--- config.mk ---
export PLATFORM = sky130hd
export DESIGN_NAME = mem_bus_arbiter_flat
export DESIGN_NICKNAME = d
export VERILOG_FILES = /design/src/rtl/mem_bus_arbiter_pkg.sv /design/src/rtl/mem_bus_arbiter_if.sv /design/src/rtl/mem_bus_arbiter.sv /design/src/flat_wrapper.sv
export SDC_FILE = /design/constraint.sdc
export NUM_CORES = 1
export LEC_CHECK = 0
export BUFFER_PORTS_ARGS = -buffer_cell sky130_fd_sc_hd__buf_2
export CORE_MARGIN = 10
export CORE_UTILIZATION = 43
export CTS_CLUSTER_DIAMETER = 30
export DETAILED_ROUTE_END_ITERATION = 6
export PLACE_DENSITY = 0.83
export SYNTH_ARGS = -nofsm -noshare
export SYNTH_HDL_FRONTEND = slang
export SYNTH_SLANG_ARGS = --single-unit
--- constraint.sdc ---
create_clock -name clk -period 1.87 [get_ports clk]
set_clock_uncertainty 0.15 [all_clocks]
set_input_delay 0.561 -clock clk [delete_from_list [all_inputs] [get_ports clk]]
set_output_delay 0.561 -clock clk [all_outputs]
set_load 0.02 [all_outputs]
--- src/rtl/mem_bus_arbiter_pkg.sv ---
// Shared types, constants and the arbitration pick for mem_bus_arbiter.
// Optional build macro: ARB_FIXED_PRIO_EN selects fixed m0-first priority
// instead of the default round-robin.
package mem_bus_pkg;

    // Access sequencer states
    typedef enum logic [1:0] {
        IDLE  = 2'd0,
        ISSUE = 2'd1,
        WAIT  = 2'd2,
        DONE  = 2'd3
    } state_t;

    // Master indices
    localparam logic M0 = 1'b0;
    localparam logic M1 = 1'b1;

    // Wait counter width; covers RD_LAT-1 for RD_LAT up to 7
    localparam int LAT_W = 3;

    // Pick the master to grant. Only meaningful when at least one request is high.
    function automatic logic arb_pick(input logic req0, input logic req1, input logic last_grant);
`ifdef ARB_FIXED_PRIO_EN
        // m0 always wins; last_grant is tracked by the caller but plays no role here
        return req0 ? M0 : M1;
`else
        // On a tie, hand the bus to whichever master did not have it last
        if (req0 && req1) begin
            return (last_grant == M0) ? M1 : M0;
        end
        return req0 ? M0 : M1;
`endif
    endfunction

endpackage

--- src/rtl/mem_bus_arbiter_if.sv ---
// Bus bundle between the two requesters (CPU, VGA fetch), the arbiter and the
// single-port data RAM. The slave modport is the arbiter's view; the master
// modport is the view of the requesters plus RAM around it.
interface mem_bus_arbiter_if
    import mem_bus_pkg::*;
#(
    parameter int AW = 11,
    parameter int DW = 32
);
    // CPU load/store port
    logic          m0_req;
    logic          m0_we;
    logic [AW-1:0] m0_addr;
    logic [DW-1:0] m0_wdata;
    logic [DW-1:0] m0_rdata;
    logic          m0_ack;

    // VGA fetch port (read-only)
    logic          m1_req;
    logic [AW-1:0] m1_addr;
    logic [DW-1:0] m1_rdata;
    logic          m1_ack;

    // RAM port
    logic          mem_en;
    logic          mem_we;
    logic [AW-1:0] mem_addr;
    logic [DW-1:0] mem_wdata;
    logic [DW-1:0] mem_rdata;

    modport slave (
        input  m0_req, m0_we, m0_addr, m0_wdata,
        output m0_rdata, m0_ack,
        input  m1_req, m1_addr,
        output m1_rdata, m1_ack,
        output mem_en, mem_we, mem_addr, mem_wdata,
        input  mem_rdata
    );

    modport master (
        output m0_req, m0_we, m0_addr, m0_wdata,
        input  m0_rdata, m0_ack,
        output m1_req, m1_addr,
        input  m1_rdata, m1_ack,
        input  mem_en, mem_we, mem_addr, mem_wdata,
        output mem_rdata
    );

endinterface

--- src/rtl/mem_bus_arbiter.sv ---
// Two-master arbiter for the single-port data RAM. Each access runs
// IDLE -> ISSUE -> WAIT (RD_LAT cycles) -> DONE, so reads and writes share
// identical ack timing. All outputs are registered.
// Optional build macro: ARB_FIXED_PRIO_EN (fixed m0 priority instead of round-robin).
module mem_bus_arbiter
    import mem_bus_pkg::*;
#(
    parameter int AW     = 11,
    parameter int DW     = 32,
    parameter int RD_LAT = 1
) (
    input  logic              clk,
    input  logic              rst_n,
    mem_bus_arbiter_if.slave  bus,
    output logic              busy
);

    // Registered state
    state_t             r_state;
    logic               r_grant;
    logic               r_last_grant;
    logic [LAT_W-1:0]   r_cnt;
    logic               r_mem_en;
    logic               r_mem_we;
    logic [AW-1:0]      r_mem_addr;
    logic [DW-1:0]      r_mem_wdata;
    logic [DW-1:0]      r_m0_rdata;
    logic [DW-1:0]      r_m1_rdata;
    logic               r_m0_ack;
    logic               r_m1_ack;
    logic               r_busy;

    // Next-state values
    state_t             w_state_nxt;
    logic               w_grant_nxt;
    logic               w_last_grant_nxt;
    logic [LAT_W-1:0]   w_cnt_nxt;
    logic               w_mem_en_nxt;
    logic               w_mem_we_nxt;
    logic [AW-1:0]      w_mem_addr_nxt;
    logic [DW-1:0]      w_mem_wdata_nxt;
    logic [DW-1:0]      w_m0_rdata_nxt;
    logic [DW-1:0]      w_m1_rdata_nxt;
    logic               w_m0_ack_nxt;
    logic               w_m1_ack_nxt;
    logic               w_pick;

    // Next state and next registered outputs; everything holds or idles by default
    always_comb begin
        w_state_nxt      = r_state;
        w_grant_nxt      = r_grant;
        w_last_grant_nxt = r_last_grant;
        w_cnt_nxt        = r_cnt;
        w_mem_en_nxt     = 1'b0;
        w_mem_we_nxt     = 1'b0;
        w_mem_addr_nxt   = r_mem_addr;
        w_mem_wdata_nxt  = r_mem_wdata;
        w_m0_rdata_nxt   = r_m0_rdata;
        w_m1_rdata_nxt   = r_m1_rdata;
        w_m0_ack_nxt     = 1'b0;
        w_m1_ack_nxt     = 1'b0;
        w_pick           = arb_pick(bus.m0_req, bus.m1_req, r_last_grant);

        unique case (r_state)
            IDLE: begin
                if (bus.m0_req || bus.m1_req) begin
                    // Latch the winner's command straight into the RAM-side registers
                    w_grant_nxt  = w_pick;
                    w_state_nxt  = ISSUE;
                    w_mem_en_nxt = 1'b1;
                    if (w_pick == M0) begin
                        w_mem_we_nxt    = bus.m0_we;
                        w_mem_addr_nxt  = bus.m0_addr;
                        w_mem_wdata_nxt = bus.m0_wdata;
                    end else begin
                        w_mem_we_nxt    = 1'b0;
                        w_mem_addr_nxt  = bus.m1_addr;
                        w_mem_wdata_nxt = '0;
                    end
                end
            end
            ISSUE: begin
                w_cnt_nxt   = LAT_W'(RD_LAT - 1);
                w_state_nxt = WAIT;
            end
            WAIT: begin
                if (r_cnt == '0) begin
                    // This cycle is exactly RD_LAT after ISSUE: RAM data is valid now
                    w_state_nxt = DONE;
                    if (r_grant == M0) begin
                        w_m0_rdata_nxt = bus.mem_rdata;
                        w_m0_ack_nxt   = 1'b1;
                    end else begin
                        w_m1_rdata_nxt = bus.mem_rdata;
                        w_m1_ack_nxt   = 1'b1;
                    end
                end else begin
                    w_cnt_nxt = r_cnt - 1'b1;
                end
            end
            DONE: begin
                w_last_grant_nxt = r_grant;
                w_state_nxt      = IDLE;
            end
            default: begin
                w_state_nxt = IDLE;
            end
        endcase
    end

    // State and output registers; reset aborts any access in flight
    always_ff @(posedge clk or negedge rst_n) begin
        if (!rst_n) begin
            r_state      <= IDLE;
            r_grant      <= M0;
            r_last_grant <= M1;
            r_cnt        <= '0;
            r_mem_en     <= 1'b0;
            r_mem_we     <= 1'b0;
            r_mem_addr   <= '0;
            r_mem_wdata  <= '0;
            r_m0_rdata   <= '0;
            r_m1_rdata   <= '0;
            r_m0_ack     <= 1'b0;
            r_m1_ack     <= 1'b0;
            r_busy       <= 1'b0;
        end else begin
            r_state      <= w_state_nxt;
            r_grant      <= w_grant_nxt;
            r_last_grant <= w_last_grant_nxt;
            r_cnt        <= w_cnt_nxt;
            r_mem_en     <= w_mem_en_nxt;
            r_mem_we     <= w_mem_we_nxt;
            r_mem_addr   <= w_mem_addr_nxt;
            r_mem_wdata  <= w_mem_wdata_nxt;
            r_m0_rdata   <= w_m0_rdata_nxt;
            r_m1_rdata   <= w_m1_rdata_nxt;
            r_m0_ack     <= w_m0_ack_nxt;
            r_m1_ack     <= w_m1_ack_nxt;
            r_busy       <= (w_state_nxt != IDLE);
        end
    end

    assign bus.mem_en    = r_mem_en;
    assign bus.mem_we    = r_mem_we;
    assign bus.mem_addr  = r_mem_addr;
    assign bus.mem_wdata = r_mem_wdata;
    assign bus.m0_rdata  = r_m0_rdata;
    assign bus.m0_ack    = r_m0_ack;
    assign bus.m1_rdata  = r_m1_rdata;
    assign bus.m1_ack    = r_m1_ack;
    assign busy          = r_busy;

endmodule

--- src/flat_wrapper.sv ---
// flat-port wrapper written by rule: the top's interface ports become plain ports
module mem_bus_arbiter_flat import mem_bus_pkg::*;
#(
    parameter int AW     = 11,
    parameter int DW     = 32,
    parameter int RD_LAT = 1
)
  (clk, rst_n, busy, bus_m0_req, bus_m0_we, bus_m0_addr, bus_m0_wdata, bus_m0_rdata, bus_m0_ack, bus_m1_req, bus_m1_addr, bus_m1_rdata, bus_m1_ack, bus_mem_en, bus_mem_we, bus_mem_addr, bus_mem_wdata, bus_mem_rdata);
  mem_bus_arbiter_if #(.AW(AW), .DW(DW)) bus_i ();
  input  logic clk;
  input  logic rst_n;
  output logic busy;
  input wire logic [$bits(bus_i.m0_req)-1:0] bus_m0_req;
  input wire logic [$bits(bus_i.m0_we)-1:0] bus_m0_we;
  input wire logic [$bits(bus_i.m0_addr)-1:0] bus_m0_addr;
  input wire logic [$bits(bus_i.m0_wdata)-1:0] bus_m0_wdata;
  output wire logic [$bits(bus_i.m0_rdata)-1:0] bus_m0_rdata;
  output wire logic [$bits(bus_i.m0_ack)-1:0] bus_m0_ack;
  input wire logic [$bits(bus_i.m1_req)-1:0] bus_m1_req;
  input wire logic [$bits(bus_i.m1_addr)-1:0] bus_m1_addr;
  output wire logic [$bits(bus_i.m1_rdata)-1:0] bus_m1_rdata;
  output wire logic [$bits(bus_i.m1_ack)-1:0] bus_m1_ack;
  output wire logic [$bits(bus_i.mem_en)-1:0] bus_mem_en;
  output wire logic [$bits(bus_i.mem_we)-1:0] bus_mem_we;
  output wire logic [$bits(bus_i.mem_addr)-1:0] bus_mem_addr;
  output wire logic [$bits(bus_i.mem_wdata)-1:0] bus_mem_wdata;
  input wire logic [$bits(bus_i.mem_rdata)-1:0] bus_mem_rdata;
  assign bus_i.m0_req = bus_m0_req;
  assign bus_i.m0_we = bus_m0_we;
  assign bus_i.m0_addr = bus_m0_addr;
  assign bus_i.m0_wdata = bus_m0_wdata;
  assign bus_m0_rdata = bus_i.m0_rdata;
  assign bus_m0_ack = bus_i.m0_ack;
  assign bus_i.m1_req = bus_m1_req;
  assign bus_i.m1_addr = bus_m1_addr;
  assign bus_m1_rdata = bus_i.m1_rdata;
  assign bus_m1_ack = bus_i.m1_ack;
  assign bus_mem_en = bus_i.mem_en;
  assign bus_mem_we = bus_i.mem_we;
  assign bus_mem_addr = bus_i.mem_addr;
  assign bus_mem_wdata = bus_i.mem_wdata;
  assign bus_i.mem_rdata = bus_mem_rdata;
  mem_bus_arbiter #(.AW(AW), .DW(DW), .RD_LAT(RD_LAT)) u_core (.clk(clk), .rst_n(rst_n), .bus(bus_i), .busy(busy));
endmodule
# After elaboration in Yosys (flattened, before gate mapping)
# Cells that the tools add are included.
word_totals:
  ff_bits: 119
  in_bits: 91
  out_inout_bits: 112
  elab_cells: 52
op_classes:
  n_bitwise: 1
  eq_ne: 4
  n_reduce_logical: 10
  n_addsub: 1
  muxes: 23
op_table:
  columns: ["cell", "count"]
  rows:
  - ["two-way mux 32 bit", 1]
  - ["two-way mux 1 bit", 16]
  - ["two-way mux 11 bit", 1]
  - ["one-hot mux 2 bit (4 select lines)", 1]
  - ["one-hot mux 3 bit (2 select lines)", 1]
  - ["AND reduction 3 bit", 2]
  - ["equality test 2 bit (second input constant)", 2]
  - ["two-way mux 2 bit", 2]
  - ["AND reduction 2 bit", 2]
  - ["nonzero test 2 bit", 2]
  - ["zero test 3 bit", 1]
  - ["two-way mux 3 bit", 1]
  - ["subtractor 3 x 1 -> 3 bit (second input constant)", 1]
  - ["equality test 2 x 1 -> 1 bit (second input constant)", 1]
  - ["zero test 2 bit", 1]
  - ["!= test 2 bit (second input constant)", 1]
  - ["logical AND 1 bit", 1]
  - ["logical OR 1 bit", 1]
  - ["NOT 1 bit", 1]

# Logic depth before layout (Yosys ltp)
depth:
  depth_word: 6
  mapped_depth: 8
  depth_no_buf: 6

# Least setup slack after synthesis
# Ideal clock, no wire load.
synth_timing:
  kind: "register to register"
  from: "register u_core.r_cnt[0]"
  to: "register u_core.r_m0_rdata[0], in the netlist u_core.bus.m0_rdata[0]"
  t_arrival_ps: 1590
  stages_incl_launch_ff: 9
  period_less_slack_ps: 1865
  required_ps: 1595
  n_path_buf: 2
  slack_ps: 5
  cell_sequence: "dfrtp_1 inv_1 ha_1 ha_1 nand2_1 or2_1 buf_6 buf_6 mux2_4"
synth_between:
  elab_chain_len: 2
synth_lines:
  columns: ["item", "line", "text"]
  rows:
  - ["from (decl)", "mem_bus_arbiter.sv:22", "logic [LAT_W-1:0] r_cnt;"]
  - ["from (signal assigned)", "mem_bus_arbiter.sv:131", "r_cnt <= w_cnt_nxt;"]
  - ["zero test 3 bit", "mem_bus_arbiter.sv:87", "if (r_cnt == '0) begin"]
  - ["AND reduction 3 bit (no source line)", null, null]
  - ["to (signal assigned)", "mem_bus_arbiter.sv:136", "r_m0_rdata <= w_m0_rdata_nxt;"]
  - ["to (decl)", "mem_bus_arbiter.sv:27", "logic [DW-1:0] r_m0_rdata;"]
# Every way passes these cells.
# A chain may end at the register's enable or synchronous reset.

# Worst setup path after layout
layout_timing:
  from: "register u_core.r_cnt[1]"
  to: "register u_core.r_m0_rdata[7], in the netlist u_core.bus.m0_rdata[7]"
# The elaborated chain is that of the path after synthesis.

==> out/metrics.cfg <==
[drt]
wl_per_cell_um=19.7
drt-total-wl_mm=13.2
post_drt_via_cell_ratio=5.01
detail_route.drc_violations=0
num_vias=3349
first_pass_iters=4
detail-route-antenna-nets=0
drt_first_iter_violations=138

[clock_network]
cts_tree=done
number_of_clock_buffers_inserted_by_tritoncts=17
htreeDepth=4
cts_sinks=119
clock_latency_ps=500
clock_tree_root_buffer_cell=sky130_fd_sc_hd__clkbuf_8
clkSlewWorstSetupHoldPaths_ps=60
cts_buffer_depth=2

[timing]
setup_viol_count_final=0
slew_headroom_pct=66.1
worstMarginPinSlew_ps=509
final_hold_slack_ps=123
grt_setup_unrepaired=true
fin_setup_tns_ps=0
final_period_minus_worst_setup_slack_ps=1850
hold_violations=0
fmax_ghz=0.541
drv_slew=0
final_min_period_over_clock_period_pct=98.9

[synth]
synth_top_cells_by_area=sky130_fd_sc_hd__dfrtp_1, sky130_fd_sc_hd__mux2_4, sky130_fd_sc_hd__mux2_2
synth_cells=294
avgSynthCellArea_um2=15.7
syn_nets=391
biggest_area_consumer_among_synthesized_cells=sky130_fd_sc_hd__dfrtp_1
synth.yosys.seq_area_share_pct=64.5
synthesis_warning_total=0
synth_top_area_share_pct=63.9
syn-cell-area_um2=4620
register_bit_total_from_synthesis=119
yosys.cell_types.count=26

[placement]
gp_routability_congestion=0.826
placed_cells=632
place.port_buffers=202
detailed_place.area_um2=5930
dp.final_hpwl_mm=9.65

[die]
height_of_the_die_um=124
rows=37
initial_utilization_pct=44.4
top_level_ports=203
placeable_core_region_um2=10400
design.die.area_um2=15300
dieWidth_um=124

[critical_path]
crit_path_frequent_cell=sky130_fd_sc_hd__ha_4
critical-path-max-stage-delay_ps=390
cpMaxStageDelayCell=sky130_fd_sc_hd__dfrtp_1
r2r_end=u_core.bus.m0_rdata[7]
cp_max_fo=8
launch_instance_of_the_worst_register_to_register_path=u_core.r_cnt[1]
critical_path.cell_chain=inv_2 -> ha_4 -> ha_4 -> nand2_2 -> or2_4 -> clkbuf_16 -> mux2_4
reg2reg_slack_ps=20
cp-end-kind=register
startpoint_type=register
worst_setup_path_category=register to register
timing.critical_path.required_ps=2110
timing.reg2reg.worst_path_depth=7
timing.critical_path.arrival_ps=2090

[worst_hold_path]
hp-class=input pin to register
hold-path-endpoint=u_core.bus.mem_wdata[0]
worst_hold_path.num_cells=2
worstHoldStart=bus_m0_wdata[0]

[global_route]
grt_antenna_before_repair=0
grt_usage_pct=16.7
grt_remaining_overflow=0
grt_start_max_net_pins=39
grt_first_pass_wirelength_mm=19.8
vias_in_the_first_global_route=3740

[finish]
post_route_cells_drive_above_1_share_pct=61.7
layout.cells.most_common=sky130_fd_sc_hd__buf_2
syn_to_final_growth_pct=43.7
n_antenna_cell=0
final_nets=618
post-route-util_pct=63.7
fin_area_um2=6640
most_used_cells_in_the_layout_excluding_fill_and_tap_cells=sky130_fd_sc_hd__buf_2, sky130_fd_sc_hd__dfrtp_1, sky130_fd_sc_hd__mux2_2
final_cells=669

[pwr]
power.leakage_nw=3.47
power-per-cell-area_nw_per_um2=1980
worst_ir_drop_vdd_v=0.00108

[run_status]
outcome=complete, no violations

[run]
drv_cap=0

[layout make-up]
type | count | area (um2)
Clock inverter | 12 | 130
Tap cell | 136 | 170
Fill cell | 730 | 3780
Clock buffer | 19 | 432
Inverter | 9 | 33.8
Multi-Input combinational cell | 150 | 1570
Timing Repair Buffer | 224 | 1320
Sequential cell | 119 | 2980
[power by group]
part | switching, mW | internal (mW) | leakage [nW] | total, mW
clock network | 1.13 | 1.92 | 0.262 | 3.04
registers | 0.628 | 3.75 | 1.45 | 4.38
logic | 3.12 | 2.62 | 1.75 | 5.74
[per-stage QoR]
stage,setup slack (ps),power [mW]
floorplan,5.35,7.95
global placement,-29.9,9.79
detailed placement,-97.2,10.0
CTS,-0.911,13.2
global route,-34.7,13.9
finish,20.0,13.2
[per-layer routing]
layer / track usage (%) / share of wire (%)
met2: 26.0 / 45
met1: 19.6 / 41
met3: 7.96 / 12
met5: 0 / 0
met4: 6.48 / 1.6
[synthesized netlist by cell type (all sizes together)]
library cell and count:
nand2 4, o2bb2ai 1, a22o 32, buf 12
a221o 11, ha 6, o31ai 2, or2 2
a21oi 2, inv 9, nand2b 3, a21o 1
nand3 2, nor2 3, mux2 64, and2 12
o21ai 5, dfstp 1, dfrtp 118, clkbuf 4
[critical path, delay by kind of cell, from the launching register on]
| family | cells | cell delay [ps] |
|---|---|---|
| adder cells (fa/ha/maj) | 2 | 270 |
| buffers and inverters | 2 | 270 |
| flip-flops | 1 | 390 |
| multiplexers | 1 | 300 |
| AND/OR/NAND/NOR | 2 | 360 |
[kinds of logic (layout without fill, tap and decap cells)]
| kind of cell | count (synthesis) | count (layout) | synth area share, % |
|---|---|---|---|
| compound gates | 54 | 54 | 9.96 |
| fa+ha+maj | 6 | 6 | 1.62 |
| buf+inv | 25 | 264 | 2.90 |
| flops | 119 | 119 | 64.5 |
| mux | 64 | 64 | 18.0 |
| simple gates | 26 | 26 | 3.09 |
[worst max path at each step]
stage                                    endpoint             from  depth (start not counted)
final                      u_core.bus.m0_rdata[7]  u_core.r_cnt[1]                          7
after global routing      u_core.bus.m0_rdata[27]  u_core.r_cnt[1]                          7
after CTS                             u_core.busy  u_core.r_cnt[0]                          8
after global placement    u_core.bus.m0_rdata[14]  u_core.r_cnt[0]                          7
after detailed placement   u_core.bus.m0_rdata[6]  u_core.r_cnt[0]                          7
after floorplan            u_core.bus.m0_rdata[0]  u_core.r_cnt[0]                          8
[registers in the layout, indices dropped and copies added (netlist names)]
signal	count
u_core.bus.mem_en	1
u_core.r_grant	1
u_core.bus.mem_addr	11
u_core.r_cnt	3
u_core.bus.mem_we	1
u_core.bus.mem_wdata	32
u_core.bus.m1_ack	1
u_core.bus.m0_ack	1
u_core.busy	1
u_core.bus.m1_rdata	32
u_core.r_last_grant	1
u_core.r_state	2
u_core.bus.m0_rdata	32
[what timing repair did]
item                                    in CTS  in global routing
hold endpoints to repair                    19                  0
hold buffers                                 1                  0
pin swaps                                    0                  3
gates cloned                                 1                  2
resized for setup                            6                  8
endpoints found under the setup margin      39                 63
buffers inserted                             1                  1
No activity file was read; power rests on OpenSTA's default activity.
